**src/rtl/countdown_pkg.sv**
```systemverilog
// Shared types and constants for the MM:SS BCD countdown timer.
// Optional feature macro: AUTO_RELOAD_EN.
package countdown_pkg;

  typedef enum logic [1:0] {
    IDLE  = 2'd0,
    RUN   = 2'd1,
    PAUSE = 2'd2,
    DONE  = 2'd3
  } state_t;

  localparam int          BCD_W        = 4;
  localparam logic [3:0]  SEC_TENS_MAX = 4'd5;
  localparam logic [3:0]  UNITS_MAX    = 4'd9;
  localparam logic [15:0] ZERO_TIME    = 16'h0000;
  localparam logic [15:0] ONE_SEC      = 16'h0001;

  // True when mm:ss is a legal BCD time with mm <= max_min.
  function automatic logic time_ok(
    input logic [7:0] mm,
    input logic [7:0] ss,
    input int         max_min
  );
    logic digits_ok;
    int   mval;
    digits_ok = (mm[7:4] <= UNITS_MAX) &&
                (mm[3:0] <= UNITS_MAX) &&
                (ss[7:4] <= SEC_TENS_MAX) &&
                (ss[3:0] <= UNITS_MAX);
    mval = int'(mm[7:4]) * 10 + int'(mm[3:0]);
    return digits_ok && (mval <= max_min);
  endfunction

endpackage

```
**src/rtl/countdown_timer_digit.sv**
```systemverilog
// One BCD down-counting digit; borrows to the next digit on 0->wrap.
// Four of these are chained to form the MM:SS value.
module bcd_down_digit
  import countdown_pkg::*;
(
  input  logic             clk,
  input  logic             rst,
  input  logic             ld,
  input  logic [BCD_W-1:0] ld_val,
  input  logic             dec_en,
  input  logic [BCD_W-1:0] wrap,
  output logic [BCD_W-1:0] digit,
  output logic             borrow_out
);

  assign borrow_out = dec_en && (digit == '0);

  // Digit register: reset, parallel load, or decrement with wrap.
  always_ff @(posedge clk) begin
    if (rst) begin
      digit <= '0;
    end else if (ld) begin
      digit <= ld_val;
    end else if (dec_en) begin
      if (digit == '0) digit <= wrap;
      else             digit <= digit - 1'b1;
    end
  end

endmodule

```
**src/rtl/countdown_timer.sv**
```systemverilog
// MM:SS BCD countdown timer: FSM, load checking, output pulses.
// Optional feature macro: AUTO_RELOAD_EN (reload shadow value at 00:00).
module countdown_timer
  import countdown_pkg::*;
#(
  parameter int MAX_MIN = 59
) (
  input  logic       clk,
  input  logic       rst,
  input  logic       tick,
  input  logic       load,
  input  logic [7:0] load_min,
  input  logic [7:0] load_sec,
  input  logic       start,
  input  logic       stop,
  output logic [7:0] min_bcd,
  output logic [7:0] sec_bcd,
  output logic       running,
  output logic       expired,
  output logic       done,
  output logic       load_err
);

`ifdef AUTO_RELOAD_EN
  localparam logic AUTO = 1'b1;
`else
  localparam logic AUTO = 1'b0;
`endif

  state_t      state;
  state_t      state_nx;
  logic        load_ok;
  logic        take_ld;
  logic        err_nx;
  logic        dec;
  logic        hit_zero;
  logic        at_zero;
  logic        at_one;
  logic        ld_en;
  logic [15:0] ld_val;
  logic        b_su;
  logic        b_st;
  logic        b_mu;
  logic        borrow_unused;

  assign at_zero = ({min_bcd, sec_bcd} == ZERO_TIME);
  assign at_one  = ({min_bcd, sec_bcd} == ONE_SEC);
  assign load_ok = time_ok(load_min, load_sec, MAX_MIN);

  // Request arbitration and next state: load > stop > start > tick.
  always_comb begin
    state_nx = state;
    take_ld  = 1'b0;
    err_nx   = 1'b0;
    dec      = 1'b0;
    hit_zero = 1'b0;
    if (load && state != RUN) begin
      if (load_ok) begin
        take_ld  = 1'b1;
        state_nx = IDLE;
      end else begin
        err_nx = 1'b1;
      end
    end else begin
      unique case (state)
        RUN: begin
          if (stop) begin
            state_nx = PAUSE;
          end else if (!start && tick) begin
            hit_zero = at_one;
            dec      = !(AUTO && at_one);
            if (at_one) state_nx = AUTO ? RUN : DONE;
          end
        end
        IDLE, PAUSE: begin
          if (start && !at_zero) state_nx = RUN;
        end
        DONE: begin
          state_nx = DONE;
        end
        default: state_nx = IDLE;
      endcase
    end
  end

`ifdef AUTO_RELOAD_EN
  logic [15:0] shadow;

  // Shadow copy of the last accepted load, replayed at 00:00.
  always_ff @(posedge clk) begin
    if (rst)          shadow <= ZERO_TIME;
    else if (take_ld) shadow <= {load_min, load_sec};
  end

  assign ld_en  = take_ld || hit_zero;
  assign ld_val = take_ld ? {load_min, load_sec} : shadow;
`else
  assign ld_en  = take_ld;
  assign ld_val = {load_min, load_sec};
`endif

  // State register and one-cycle output pulses.
  always_ff @(posedge clk) begin
    if (rst) begin
      state    <= IDLE;
      done     <= 1'b0;
      load_err <= 1'b0;
    end else begin
      state    <= state_nx;
      done     <= hit_zero;
      load_err <= err_nx;
    end
  end

  assign running = (state == RUN);
  assign expired = (state == DONE);

  bcd_down_digit u_sec_u (
    .clk        (clk),
    .rst        (rst),
    .ld         (ld_en),
    .ld_val     (ld_val[3:0]),
    .dec_en     (dec),
    .wrap       (UNITS_MAX),
    .digit      (sec_bcd[3:0]),
    .borrow_out (b_su)
  );

  bcd_down_digit u_sec_t (
    .clk        (clk),
    .rst        (rst),
    .ld         (ld_en),
    .ld_val     (ld_val[7:4]),
    .dec_en     (b_su),
    .wrap       (SEC_TENS_MAX),
    .digit      (sec_bcd[7:4]),
    .borrow_out (b_st)
  );

  bcd_down_digit u_min_u (
    .clk        (clk),
    .rst        (rst),
    .ld         (ld_en),
    .ld_val     (ld_val[11:8]),
    .dec_en     (b_st),
    .wrap       (UNITS_MAX),
    .digit      (min_bcd[3:0]),
    .borrow_out (b_mu)
  );

  bcd_down_digit u_min_t (
    .clk        (clk),
    .rst        (rst),
    .ld         (ld_en),
    .ld_val     (ld_val[15:12]),
    .dec_en     (b_mu),
    .wrap       (UNITS_MAX),
    .digit      (min_bcd[7:4]),
    .borrow_out (borrow_unused)
  );

endmodule

```
**config.mk**
```make
export PLATFORM = sky130hd
export DESIGN_NAME = countdown_timer
export DESIGN_NICKNAME = d
export VERILOG_FILES = /design/src/rtl/countdown_pkg.sv /design/src/rtl/countdown_timer_digit.sv /design/src/rtl/countdown_timer.sv
export SDC_FILE = /design/constraint.sdc
export NUM_CORES = 1
export LEC_CHECK = 0
export BUFFER_PORTS_ARGS = -buffer_cell sky130_fd_sc_hd__buf_2
export CAP_MARGIN = 20
export CORE_MARGIN = 2
export CORE_UTILIZATION = 33
export DETAILED_ROUTE_END_ITERATION = 16
export PLACE_DENSITY = 0.67
export SLEW_MARGIN = 25
export SYNTH_ARGS = -nofsm -noshare
export SYNTH_HDL_FRONTEND = slang
export SYNTH_SLANG_ARGS = --single-unit
```
**constraint.sdc**
```tcl
create_clock -name clk -period 3.8 [get_ports clk]
set_input_delay 0.76 -clock clk [delete_from_list [all_inputs] [get_ports clk]]
set_output_delay 0.76 -clock clk [all_outputs]
set_load 0.01 [all_outputs]
```
Word-level counts from Yosys, hierarchy flattened
Cells that the tools add are included.
{"block": "word_totals", "in_bits": 22, "output_inout_bits": 20, "register_bits": 20}
{"block": "classes", "mul": 1, "bitwise": 3, "addsub": 5, "n_eq_ne": 9, "mux": 26, "reduce_logical": 26, "magnitude_cmp": 5}
{"operator": "4-bit two-way mux", "count": 12}
{"operator": "16-bit by 1-bit equality test with 1-bit output, second input constant", "count": 1}
{"operator": "16-bit logical NOT", "count": 1}
{"operator": "4-bit logical NOT", "count": 4}
{"operator": "4-bit by 1-bit subtractor with 4-bit output, second input constant", "count": 4}
{"operator": "4-bit less-or-equal comparator, second input constant", "count": 3}
{"operator": "2-bit two-way mux", "count": 6}
{"operator": "1-bit logical AND", "count": 10}
{"operator": "8-bit by 4-bit adder with 9-bit output", "count": 1}
{"operator": "9-bit by 6-bit less-or-equal comparator with 1-bit output, second input constant", "count": 1}
{"operator": "4-bit by 2-bit != test with 1-bit output, second input constant", "count": 2}
{"operator": "2-bit nonzero test", "count": 4}
{"operator": "4-bit by 3-bit multiplier with 7-bit output, second input constant", "count": 1}
{"operator": "1-bit two-way mux", "count": 7}
{"operator": "2-bit case mux with 3 select lines", "count": 1}
{"operator": "5-bit OR reduction", "count": 1}
{"operator": "2-bit equality test, second input constant", "count": 2}
{"operator": "4-bit by 3-bit less-or-equal comparator with 1-bit output, second input constant", "count": 1}
{"operator": "4-bit AND reduction", "count": 1}
{"operator": "2-bit OR reduction", "count": 2}
{"operator": "3-bit != test, second input constant", "count": 1}
{"operator": "1-bit inverter", "count": 3}
{"operator": "2-bit by 1-bit equality test with 1-bit output, second input constant", "count": 1}
{"operator": "1-bit logical NOT", "count": 2}
{"operator": "3 further kinds", "count": 3}

Logic depth before layout (Yosys ltp)
Gate-level depths: netlist (run 1).
{"block": "logic_depth", "ltp_word": 11, "depth_mapped": 9, "mapped_depth_nobuf": 8}

Hierarchy
From an unflattened synthesis (run 1), not the netlist that was laid out.
{"block": "hier_totals", "hier_cells": 206, "hier_area_um2": 1711.6}
{"module": "bcd_down_digit", "instances": 4, "cells_each": 33, "area_each_um2": 274.0}
{"module": "countdown_timer", "instances": 1, "cells_each": 74, "area_each_um2": 615.6}

Least setup slack after synthesis (run 1)
No wires, ideal clock.
{"block": "synth_path", "path_kind": "in2reg", "start": "input port load_min[5]", "end": "register u_min_u.digit[2]", "arrival_time_ps": 3071, "setup_ps": 121, "path_stages": 9, "slack_ps": 608, "n_path_buf": 1, "required_time_ps": 3679, "path_cell_list": "ha_1 ha_1 fa_1 nand4b_1 o21ai_0 nand4_4 nor3_4 buf_6 mux2_4"}
{"block": "synth_between", "elab_chain_cells": 8}
{"item": "from (decl)", "line": "countdown_timer.sv:12", "text": "input logic [7:0] load_min,"}
{"item": "branches (longest 4 deep; another with 8-bit by 4-bit adder with 9-bit output)"}
{"item": "1-bit logical AND (*)", "line": "countdown_pkg.sv:31", "text": "return digits_ok && (mval <= max_min);"}
{"item": "1-bit two-way mux (*)", "line": "countdown_timer.sv:58", "text": "if (load_ok) begin"}
{"item": "1-bit two-way mux (*)", "line": "countdown_timer.sv:57", "text": "if (load && state != RUN) begin"}
{"item": "4-bit two-way mux or 2-bit nonzero test (tied branches)"}
{"item": "to (signal assigned)", "line": "countdown_timer_digit.sv:23", "text": "digit <= ld_val;"}
{"item": "to (signal assigned)", "line": "countdown_timer_digit.sv:25", "text": "if (digit == '0) digit <= wrap;"}
{"item": "to (signal assigned)", "line": "countdown_timer_digit.sv:26", "text": "else digit <= digit - 1'b1;"}
{"item": "to (decl)", "line": "countdown_timer_digit.sv:12", "text": "output logic [BCD_W-1:0] digit,"}
Every way passes the cells marked *.
A chain may end at the register's enable or synchronous reset.

Final worst setup path (run 1)
{"block": "layout_path", "start": "input port load_min[5]", "end": "register u_sec_u.digit[0]"}
{"block": "layout_between", "elab_chain_cells": 8}
{"item": "branches (longest 4 deep; another with 8-bit by 4-bit adder with 9-bit output)"}
{"item": "1-bit logical AND (*)", "line": "countdown_pkg.sv:31"}
{"item": "1-bit two-way mux (*)", "line": "countdown_timer.sv:58"}
{"item": "1-bit two-way mux (*)", "line": "countdown_timer.sv:57"}
{"item": "4-bit two-way mux or 2-bit nonzero test (tied branches)"}
{"item": "to (signal assigned)", "line": "countdown_timer_digit.sv:23"}
{"item": "to (signal assigned)", "line": "countdown_timer_digit.sv:25"}
{"item": "to (signal assigned)", "line": "countdown_timer_digit.sv:26"}
{"item": "to (decl)", "line": "countdown_timer_digit.sv:12"}
Marks and branches as above.

==> reports/results.ini, run 1 <==
[outcome]
status=completed

[sta]
fin_crit_sh_pct=87.15
fin_setup_tns_ns=0
rsz0062_at_grt=no
timing.slew.headroom_pct=64.33
setup_viol=0
worst_slew_pin_slew_ns=0.5294
period_minus_slack_ns=3.312
fmax_mhz=302.0
finalClockSkew_ns=0.002245
holdWs_ns=0.5211
finalHoldViolations=0
slew_violations=0

[place]
dpl.cell_count=257
io_buffers=41
dp_hpwl_um=3248
globalplace.congestion=0.8553

[floorplan]
die_area_um2=5150
start_util_pct=34.56
core_area_um2=4384
die_x_um=71.76
die_y_um=71.76
fp-row-count=24
pin_count=42

[power_and_ir_drop]
power.share.clock_pct=28.6
switchingPower_mw=0.1808
power_frac_comb_pct=29.4
irDropWorstVdd_uv=192.6
finalPower_mw=0.5645
static-leakage-power_nw=0.7481
power_density_nw_per_um2=308.0
power_frac_seq_pct=42.0
p_sw_share_pct=32.03
power.internal_mw=0.3837

[global_routing]
overflow=0
grt_pass1_vias=1427
track_usage_pct=16.46
antenna_found_initial=0
grt_max_degree=20
grt_pass1_wl_um=6872

[yosys]
synthesis.nets=197
synth_area_um2=1515
synth_flop_cell=dfxtp_1
ys_warn_count=0
ys_seq_elements=20
ys_seq_area_share_pct=26.42
synth_cell_types=57
async_flop_share_pct=0
syn_inst=166
avgSynthCellArea_um2=9.128
synth_edf_count=0

[min_path]
min_path_type=flop to flop
hold_path_depth=1
min_from=u_sec_t.digit[3]
hold_end=u_sec_t.digit[3]

[detailed_routing]
drc=0
routed_wirelength_um=4030
ant_nets=0
first_iter_violations=83
first_pass_iters=4
vias=1475
avgRoutedWirePerCell_um=15.44
drt-vias-per-instance=5.651

[final_layout]
syn_to_final_growth_pct=20.97
layout.nets=241
diodes=0
fin_cells=261
drive_above_1_share_pct=29.19
utilization_pct=41.81

[cts]
cts_resized=0
postCtsSetupBuffers=0
clockRootBuffer=clkbuf_8
ctsHoldBuffers=0
cts_sinks=20
cts_tree=built
clock_path_buffers=2
clkTransAtPathRegs_ns=0.08
cts_buffers=3
htreeDepth=1
clock_latency_ns=0.25

[flow_run]
maxCapViolCount=0

[setup_path]
critPathRequiredTime_ns=3.95
critPathMaxStageDelay_ns=0.54
path_buf_inv=2
crit_fanout=7
criticalPathCategory=input pin to flop
worst_path_most_repeated_cell=ha_1
reg2reg_depth=5
cpMaxStageDelayCell=fa_1
reg2reg_to=u_min_u.digit[2]
crit_family=adder cells
end_kind=flop
reg2reg_slack_ns=1.88
reg2reg_from=state[0]
worstSetupStartpointType=input pin
critPathArrivalTime_ns=3.46
crit_chain=buf_2 -> ha_1 -> ha_1 -> fa_1 -> nand4b_1 -> o21ai_0 -> nand4_4 -> nor3_4 -> buf_4 -> mux2_4

per-layer routing:
layer  vias to the layer above  wire (um)  track usage (%)
met5                         -          0                0
li1                        737          -                -
met2                        40       1875            27.37
met1                       696       1927            22.81
met4                         0         20            2.096
met3                         2        206            3.094
metrics by stage:
step | cell area [um^2] | setup slack, ns
2_1_floorplan | 1515 | 0.6077
3_3_place_gp | 1778 | 0.2894
3_5_place_dp | 1778 | 0.2312
4_1_cts | 1833 | 0.4986
5_1_grt | 1833 | 0.3219
6_report | 1833 | 0.4882
power by group through the flow:
stage	sequential [mW]	combinational (mW)	clock, mW
CTS	0.237	0.166	0.165
finish	0.237	0.166	0.162
detailed placement	0.242	0.165	0
floorplan	0.242	0.110	0
global placement	0.242	0.162	0
global route	0.240	0.185	0.176
cell families after synthesis:
family / count (synthesis) / synth area share (%)
simple gates: 75 / 32.12
compound gates: 43 / 21.22
flops: 20 / 26.42
mux: 10 / 7.597
fa+ha+maj: 10 / 9.166
buf+inv: 5 / 1.734
xor+xnor: 3 / 1.734
synthesized netlist by cell type, types with 2 or more instances:
| cell type | count | share of area, % |
|---|---|---|
| a211o_1 | 2 | 1.2 |
| a211oi_1 | 4 | 2.0 |
| a21oi_1 | 4 | 1.3 |
| a311oi_1 | 4 | 2.3 |
| clkbuf_1 | 2 | 0.50 |
| dfxtp_1 | 20 | 26 |
| fa_1 | 2 | 2.6 |
| ha_1 | 7 | 5.8 |
| mux2_4 | 3 | 3.0 |
| mux2i_1 | 7 | 4.6 |
| nand2_1 | 11 | 2.7 |
| nand2b_1 | 3 | 1.2 |
| nand3_1 | 4 | 1.3 |
| nand4_1 | 2 | 0.83 |
| nand4b_1 | 3 | 1.7 |
| nor2_1 | 11 | 2.7 |
| nor2b_1 | 7 | 2.9 |
| nor3_1 | 5 | 1.7 |
| nor3b_1 | 2 | 0.99 |
| nor4_1 | 10 | 4.1 |
| o21a_1 | 5 | 2.5 |
| o21ai_0 | 9 | 3.0 |
| o31a_1 | 3 | 1.7 |
| or3b_1 | 2 | 1.2 |
| xnor2_1 | 2 | 1.2 |
worst register-to-register path, delay by kind of cell, from the launching register on:
family | cells | cell delay [ns]
and+or+nand+nor | 3 | 1.14
DFF | 1 | 0.43
muxes | 1 | 0.16
AOI/OAI and AO/OA | 1 | 0.14
cell type report:
class,count,area [um^2]
clock buffer,4,55.05
inverter,1,3.754
multi-input combinational,141,1089
timing repair buffer,43,220.2
sequential,20,400.4
fill,467,2551
tap,52,65.06
cell usage in the layout (no fill, tap or decap), types with 5 or more instances in the layout:
| cell | instances |
|---|---|
| nor2b_1 | 7 |
| nor2_1 | 11 |
| mux2i_1 | 7 |
| nand2_1 | 11 |
| nor4_1 | 10 |
| dfxtp_1 | 20 |
| o21ai_0 | 9 |
| o21a_1 | 5 |
| nor3_1 | 5 |
| buf_2 | 41 |
| ha_1 | 7 |
sequential cells by signal (all words and copies together) (netlist names):
register,cells
u_sec_u.digit,4
u_min_t.digit,4
done,1
u_min_u.digit,4
state,2
u_sec_t.digit,4
load_err,1
how the worst max path moves through the flow:
stage          slack (ns)         from  cells past startpoint                to
4_1_cts              0.50  load_min[5]                     10  u_sec_u.digit[0]
2_1_floorplan        0.61  load_min[5]                      9  u_min_u.digit[2]
3_5_place_dp         0.23  load_min[5]                     10  u_sec_u.digit[0]
5_1_grt              0.32  load_min[5]                     10  u_sec_u.digit[0]
6_report             0.49  load_min[5]                     10  u_sec_u.digit[0]
3_3_place_gp         0.29  load_min[5]                     10  u_min_u.digit[2]
Power figures use the tool's default switching activity.
==> run 2, diff against run 1 <==
--- a/config.mk
+++ b/config.mk
@@ -10,6 +10,7 @@
 export CORE_MARGIN = 2
 export CORE_UTILIZATION = 33
 export DETAILED_ROUTE_END_ITERATION = 16
+export MAX_ROUTING_LAYER = met4
 export PLACE_DENSITY = 0.67
 export SLEW_MARGIN = 25
 export SYNTH_ARGS = -nofsm -noshare
==> run 2 against run 1 <==
  * Cell count did not move
  * Clock skew rose by 0.0010 ns
  * Count of clock-buffer cells in the layout stayed put
  * Sequential share of layout area is the same
  * Critical path type unchanged
  * Highest routed layer unchanged
==> reports/results.ini, run 2 (synthesized netlist as in run 1, its figures left out) <==
[detailed_routing]
vias=1469  ; -0.41%
routed_wirelength_um=4007  ; -0.57%
ant_nets=0  ; unchanged
first_pass_iters=4  ; unchanged
avgRoutedWirePerCell_um=15.35  ; -0.57%
drt-vias-per-instance=5.628  ; -0.41%
first_iter_violations=90  ; +8.4%
drc=0  ; unchanged

[floorplan]
die_area_um2=5150  ; unchanged
die_y_um=71.76  ; unchanged
core_area_um2=4384  ; unchanged
start_util_pct=34.56  ; unchanged
die_x_um=71.76  ; unchanged
fp-row-count=24  ; unchanged
pin_count=42  ; unchanged

[setup_path]
worst_path_most_repeated_cell=ha_1
worstSetupStartpointType=input pin
cpMaxStageDelayCell=fa_1
path_buf_inv=2  ; unchanged
end_kind=flop
crit_fanout=7  ; unchanged
worst-path-stages=10  ; unchanged
critPathArrivalTime_ns=3.45  ; about the same
critPathMaxStageDelay_ns=0.54  ; about the same
reg2reg_depth=5  ; unchanged
reg2reg_slack_ns=1.88  ; about the same
critPathRequiredTime_ns=3.95  ; about the same
criticalPathCategory=input pin to flop
crit_family=adder cells
crit_chain=buf_2 -> ha_1 -> ha_1 -> fa_1 -> nand4b_1 -> o21ai_0 -> nand4_4 -> nor3_4 -> buf_4 -> mux2_4

[cts]
clkTransAtPathRegs_ns=0.08  ; about the same
postCtsSetupBuffers=0  ; unchanged
clock_latency_ns=0.25  ; about the same
ctsHoldBuffers=0  ; unchanged
cts_buffers=3  ; unchanged
cts_resized=0  ; unchanged
clock_path_buffers=2  ; unchanged
cts_tree=built
clockRootBuffer=clkbuf_8
htreeDepth=1  ; unchanged
cts_sinks=20  ; unchanged

[sta]
worst_slew_pin_slew_ns=0.5332  ; +0.003800 ns
fin_setup_tns_ns=0  ; unchanged
holdWs_ns=0.5223  ; +0.001263 ns
setup_ws_ns=0.4966  ; +0.008384 ns
finalHoldViolations=0  ; unchanged
slew_violations=0  ; unchanged
timing.slew.headroom_pct=64.08  ; -0.26 points
finalClockSkew_ns=0.003286  ; +0.001041 ns
fmax_mhz=302.7  ; +0.25%
rsz0062_at_grt=no
setup_viol=0  ; unchanged
period_minus_slack_ns=3.303  ; -0.008384 ns
fin_crit_sh_pct=86.93  ; -0.22 points

[final_layout]
utilization_pct=41.81  ; unchanged
layout_commonest_cell=buf_2
diodes=0  ; unchanged
final_cell_mix=41 x buf_2, 20 x dfxtp_1, 11 x nor2_1, 11 x nand2_1, 10 x nor4_1
layout.nets=241  ; unchanged
syn_to_final_growth_pct=20.97  ; unchanged
drive_above_1_share_pct=29.19  ; unchanged

[outcome]
status=completed

[global_routing]
track_usage_pct=16.98  ; +0.52 points
grt_pass1_vias=1427  ; unchanged
overflow=0  ; unchanged
grt_max_degree=20  ; unchanged
grt_pass1_wl_um=6879  ; +0.10%
antenna_found_initial=0  ; unchanged

[place]
io_buffers=41  ; unchanged
globalplace.congestion=0.8690  ; +1.6%
dp_hpwl_um=3248  ; unchanged
pre_cts_slack_ns=0.2312  ; unchanged

[power_and_ir_drop]
power_density_nw_per_um2=308.2  ; about the same
static-leakage-power_nw=0.7481  ; unchanged
irDropWorstVdd_uv=193.2  ; +0.32%
finalPower_mw=0.5649  ; about the same

[min_path]
min_path_type=flop to flop
hold_path_depth=1  ; unchanged

[flow_run]
maxCapViolCount=0  ; unchanged

[run 2: report_power, final]
part | leakage [nW] | internal (mW) | total, mW | switching (mW)
logic | 0.557 | 0.0706 | 0.165 | 0.0948
clock network | 0.0288 | 0.0921 | 0.162 | 0.0701
registers | 0.162 | 0.221 | 0.237 | 0.0163
total | 0.748 | 0.384 | 0.565 | 0.181
[run 2: final timing paths]
| kind | startpoint | endpoint |
|---|---|---|
| min reg2reg | u_sec_t.digit[3] | u_sec_t.digit[3] |
| max reg2reg | state[0] | u_min_u.digit[2] |
| min | u_sec_t.digit[3] | u_sec_t.digit[3] |
| max | load_min[5] | u_sec_u.digit[0] |
[run 2: layout make-up]
| class | count | area (um^2) |
|---|---|---|
| Multi-Input combinational cell | 141 | 1089 |
| Clock buffer | 4 | 55.05 |
| Sequential cell | 20 | 400.4 |
| Tap cell | 52 | 65.06 |
| Inverter | 1 | 3.754 |
| Timing Repair Buffer | 43 | 220.2 |
| Fill cell | 467 | 2551 |
[run 2: per-layer routing]
metal | global-route usage, % | part of all wire [%]
met4 | 2.096 | 0.50
met1 | 23.24 | 47
met3 | 3.094 | 5.2
met5 | - | 0
met2 | 26.95 | 47
[run 2: stage by stage]
step           instance area, um^2  std cells
2_1_floorplan                 1515        166
3_3_place_gp                  1778        257
3_5_place_dp                  1778        257
4_1_cts                       1833        261
5_1_grt                       1833        261
6_report                      1833        261
==> run 3, diff against run 2 <==
--- a/config.mk
+++ b/config.mk
@@ -10,8 +10,7 @@
 export CORE_MARGIN = 2
 export CORE_UTILIZATION = 33
 export DETAILED_ROUTE_END_ITERATION = 16
-export MAX_ROUTING_LAYER = met4
-export PLACE_DENSITY = 0.67
+export PLACE_DENSITY_LB_ADDON = 0.15
 export SLEW_MARGIN = 25
 export SYNTH_ARGS = -nofsm -noshare
 export SYNTH_HDL_FRONTEND = slang
==> run 3 against run 2 <==
  * Setup slack got worse by 0.14 ns
  * Wire length up 5.8%
  * Critical path depth unchanged
  * Cell count shrank 0.38%
  * Via count up 1.5%
  * Combinational power rose by 2%
  * Die area is the same
  * Total power rose by 1.4%
  * Register-to-register slack got worse by 0.09 ns
  * Largest cell class unchanged
==> reports/results.ini, run 3 (synthesized netlist as in run 1, its figures left out) <==
[global_routing]
met1_usage_pct=20.02  ; -3.2 points
grtUsageMet2_pct=29.01  ; +2.1 points
grt-busiest-layer=met2
track_usage_pct=16.41  ; -0.56 points
antenna_found_initial=0  ; unchanged
grt_pass1_wl_um=6741  ; -2.0%
grt_pass1_vias=1459  ; +2.2%
overflow=0  ; unchanged
use_met3_pct=2.250  ; -0.84 points
grt_max_degree=20  ; unchanged

[min_path]
min_path_type=flop to flop
hold_path_depth=1  ; unchanged

[cts]
cts_buffers=3  ; unchanged
cts_sinks=20  ; unchanged
clock_latency_ns=0.26  ; about the same
cts_tree=built
postCtsSetupBuffers=0  ; unchanged
ctsHoldBuffers=0  ; unchanged
htreeDepth=1  ; unchanged
cts_resized=0  ; unchanged
clockRootBuffer=clkbuf_8
clkTransAtPathRegs_ns=0.08  ; about the same
clock_path_buffers=2  ; unchanged

[power_and_ir_drop]
irDropWorstVdd_uv=115.2  ; -40%
static-leakage-power_nw=0.7427  ; -0.73%
power_density_nw_per_um2=313.6  ; +1.8%

[sta]
holdWs_ns=0.5210  ; -0.001299 ns
slew_violations=0  ; unchanged
fin_crit_sh_pct=90.49  ; +3.6 points
period_minus_slack_ns=3.438  ; +0.1350 ns
fin_setup_tns_ns=0  ; unchanged
rsz0062_at_grt=no
setup_viol=0  ; unchanged
finalClockSkew_ns=0.006594  ; +0.003308 ns
fmax_mhz=290.8  ; -3.9%
worst_slew_pin_slew_ns=0.5413  ; +0.008140 ns
timing.slew.headroom_pct=63.79  ; -0.28 points
finalHoldViolations=0  ; unchanged

[final_layout]
layout_commonest_cell=buf_2
syn_to_final_growth_pct=20.48
final_cell_mix=41 x buf_2, 20 x dfxtp_1, 11 x nor2_1, 11 x nand2_1, 10 x nor4_1
layout.nets=240  ; -0.41%
drive_above_1_share_pct=28.85  ; -0.34 points
diodes=0  ; unchanged

[setup_path]
reg2reg_depth=5  ; unchanged
critPathRequiredTime_ns=3.99  ; +0.04 ns
crit_fanout=9  ; +2
end_kind=flop
critPathArrivalTime_ns=3.63  ; +0.18 ns
worstSetupStartpointType=input pin
criticalPathCategory=input pin to flop

[place]
globalplace.congestion=0.8076  ; -7.1%
io_buffers=41  ; unchanged
dp_hpwl_um=3373  ; +3.8%

[floorplan]
core_area_um2=4384  ; unchanged
die_y_um=71.76  ; unchanged
die_area_um2=5150  ; unchanged
die_x_um=71.76  ; unchanged
start_util_pct=34.56  ; unchanged
pin_count=42  ; unchanged
fp-row-count=24  ; unchanged

[detailed_routing]
routed_wirelength_um=4240  ; +5.8%
vias=1491  ; +1.5%
first_pass_iters=4  ; unchanged
avgRoutedWirePerCell_um=16.31  ; +6.2%
drt-vias-per-instance=5.735  ; +1.9%
ant_nets=0  ; unchanged
drc=0  ; unchanged
first_iter_violations=60  ; -33%

[flow_run]
maxCapViolCount=0  ; unchanged

[outcome]
status=completed

==> run 3: cell count changes in the layout (fill, tap and decap cells not counted) <==
cell   delta
buf_4     -1
==> run 3: worst paths after layout <==
| check | start | endpoint | slack (ns) |
|---|---|---|---|
| worst max register to register | state[0] | u_min_u.digit[2] | 1.79 |
| worst min register to register | u_sec_t.digit[3] | u_sec_t.digit[3] | 0.52 |
| worst min-delay path | u_sec_t.digit[3] | u_sec_t.digit[3] | 0.52 |
| worst max-delay path | load_min[5] | u_min_t.digit[1] | 0.36 |
==> run 3: power breakdown <==
part           internal, mW  switching [mW]  total (mW)
logic                0.0706          0.0982       0.169
registers             0.221          0.0163       0.237
clock network        0.0923          0.0742       0.166
==> run 3: area by class of cell <==
type	count	area, um^2
inverter	1	3.754
tap	52	65.06
clock buffer	4	55.05
fill	451	2559
multi-input combinational	141	1089
timing repair buffer	42	212.7
sequential	20	400.4
==> run 3: worst max-delay path: stages <==
cell	delay (ns)
buf_2	0.14
ha_1	0.30
ha_1	0.23
fa_1	0.54
nand4b_1	0.13
o21ai_0	0.38
nand4_4	0.20
nor3_4	0.53
buf_4	0.23
mux2i_1	0.18
==> run 3: per-layer routing <==
metal | up-vias | wire, um
met2 | 40 | 2079
met1 | 706 | 1879
met4 | 0 | 89
li1 | 735 | -
met3 | 10 | 192
met5 | - | 0
==> run 3: metrics by stage <==
stage / power (mW) / setup WS, ns / cells / instance area [um^2] / utilization (%)
after floorplan: 0.3526 / 0.6077 / 166 / 1515 / -
after global placement: 0.4038 / 0.1965 / 256 / 1770 / 40.38
after detailed placement: 0.4090 / 0.05553 / 256 / 1770 / 40.38
after CTS: 0.5735 / 0.3309 / 260 / 1826 / 41.64
after global routing: 0.6009 / 0.1801 / 260 / 1826 / 41.64
final: 0.5725 / 0.3615 / 260 / 1826 / 41.64
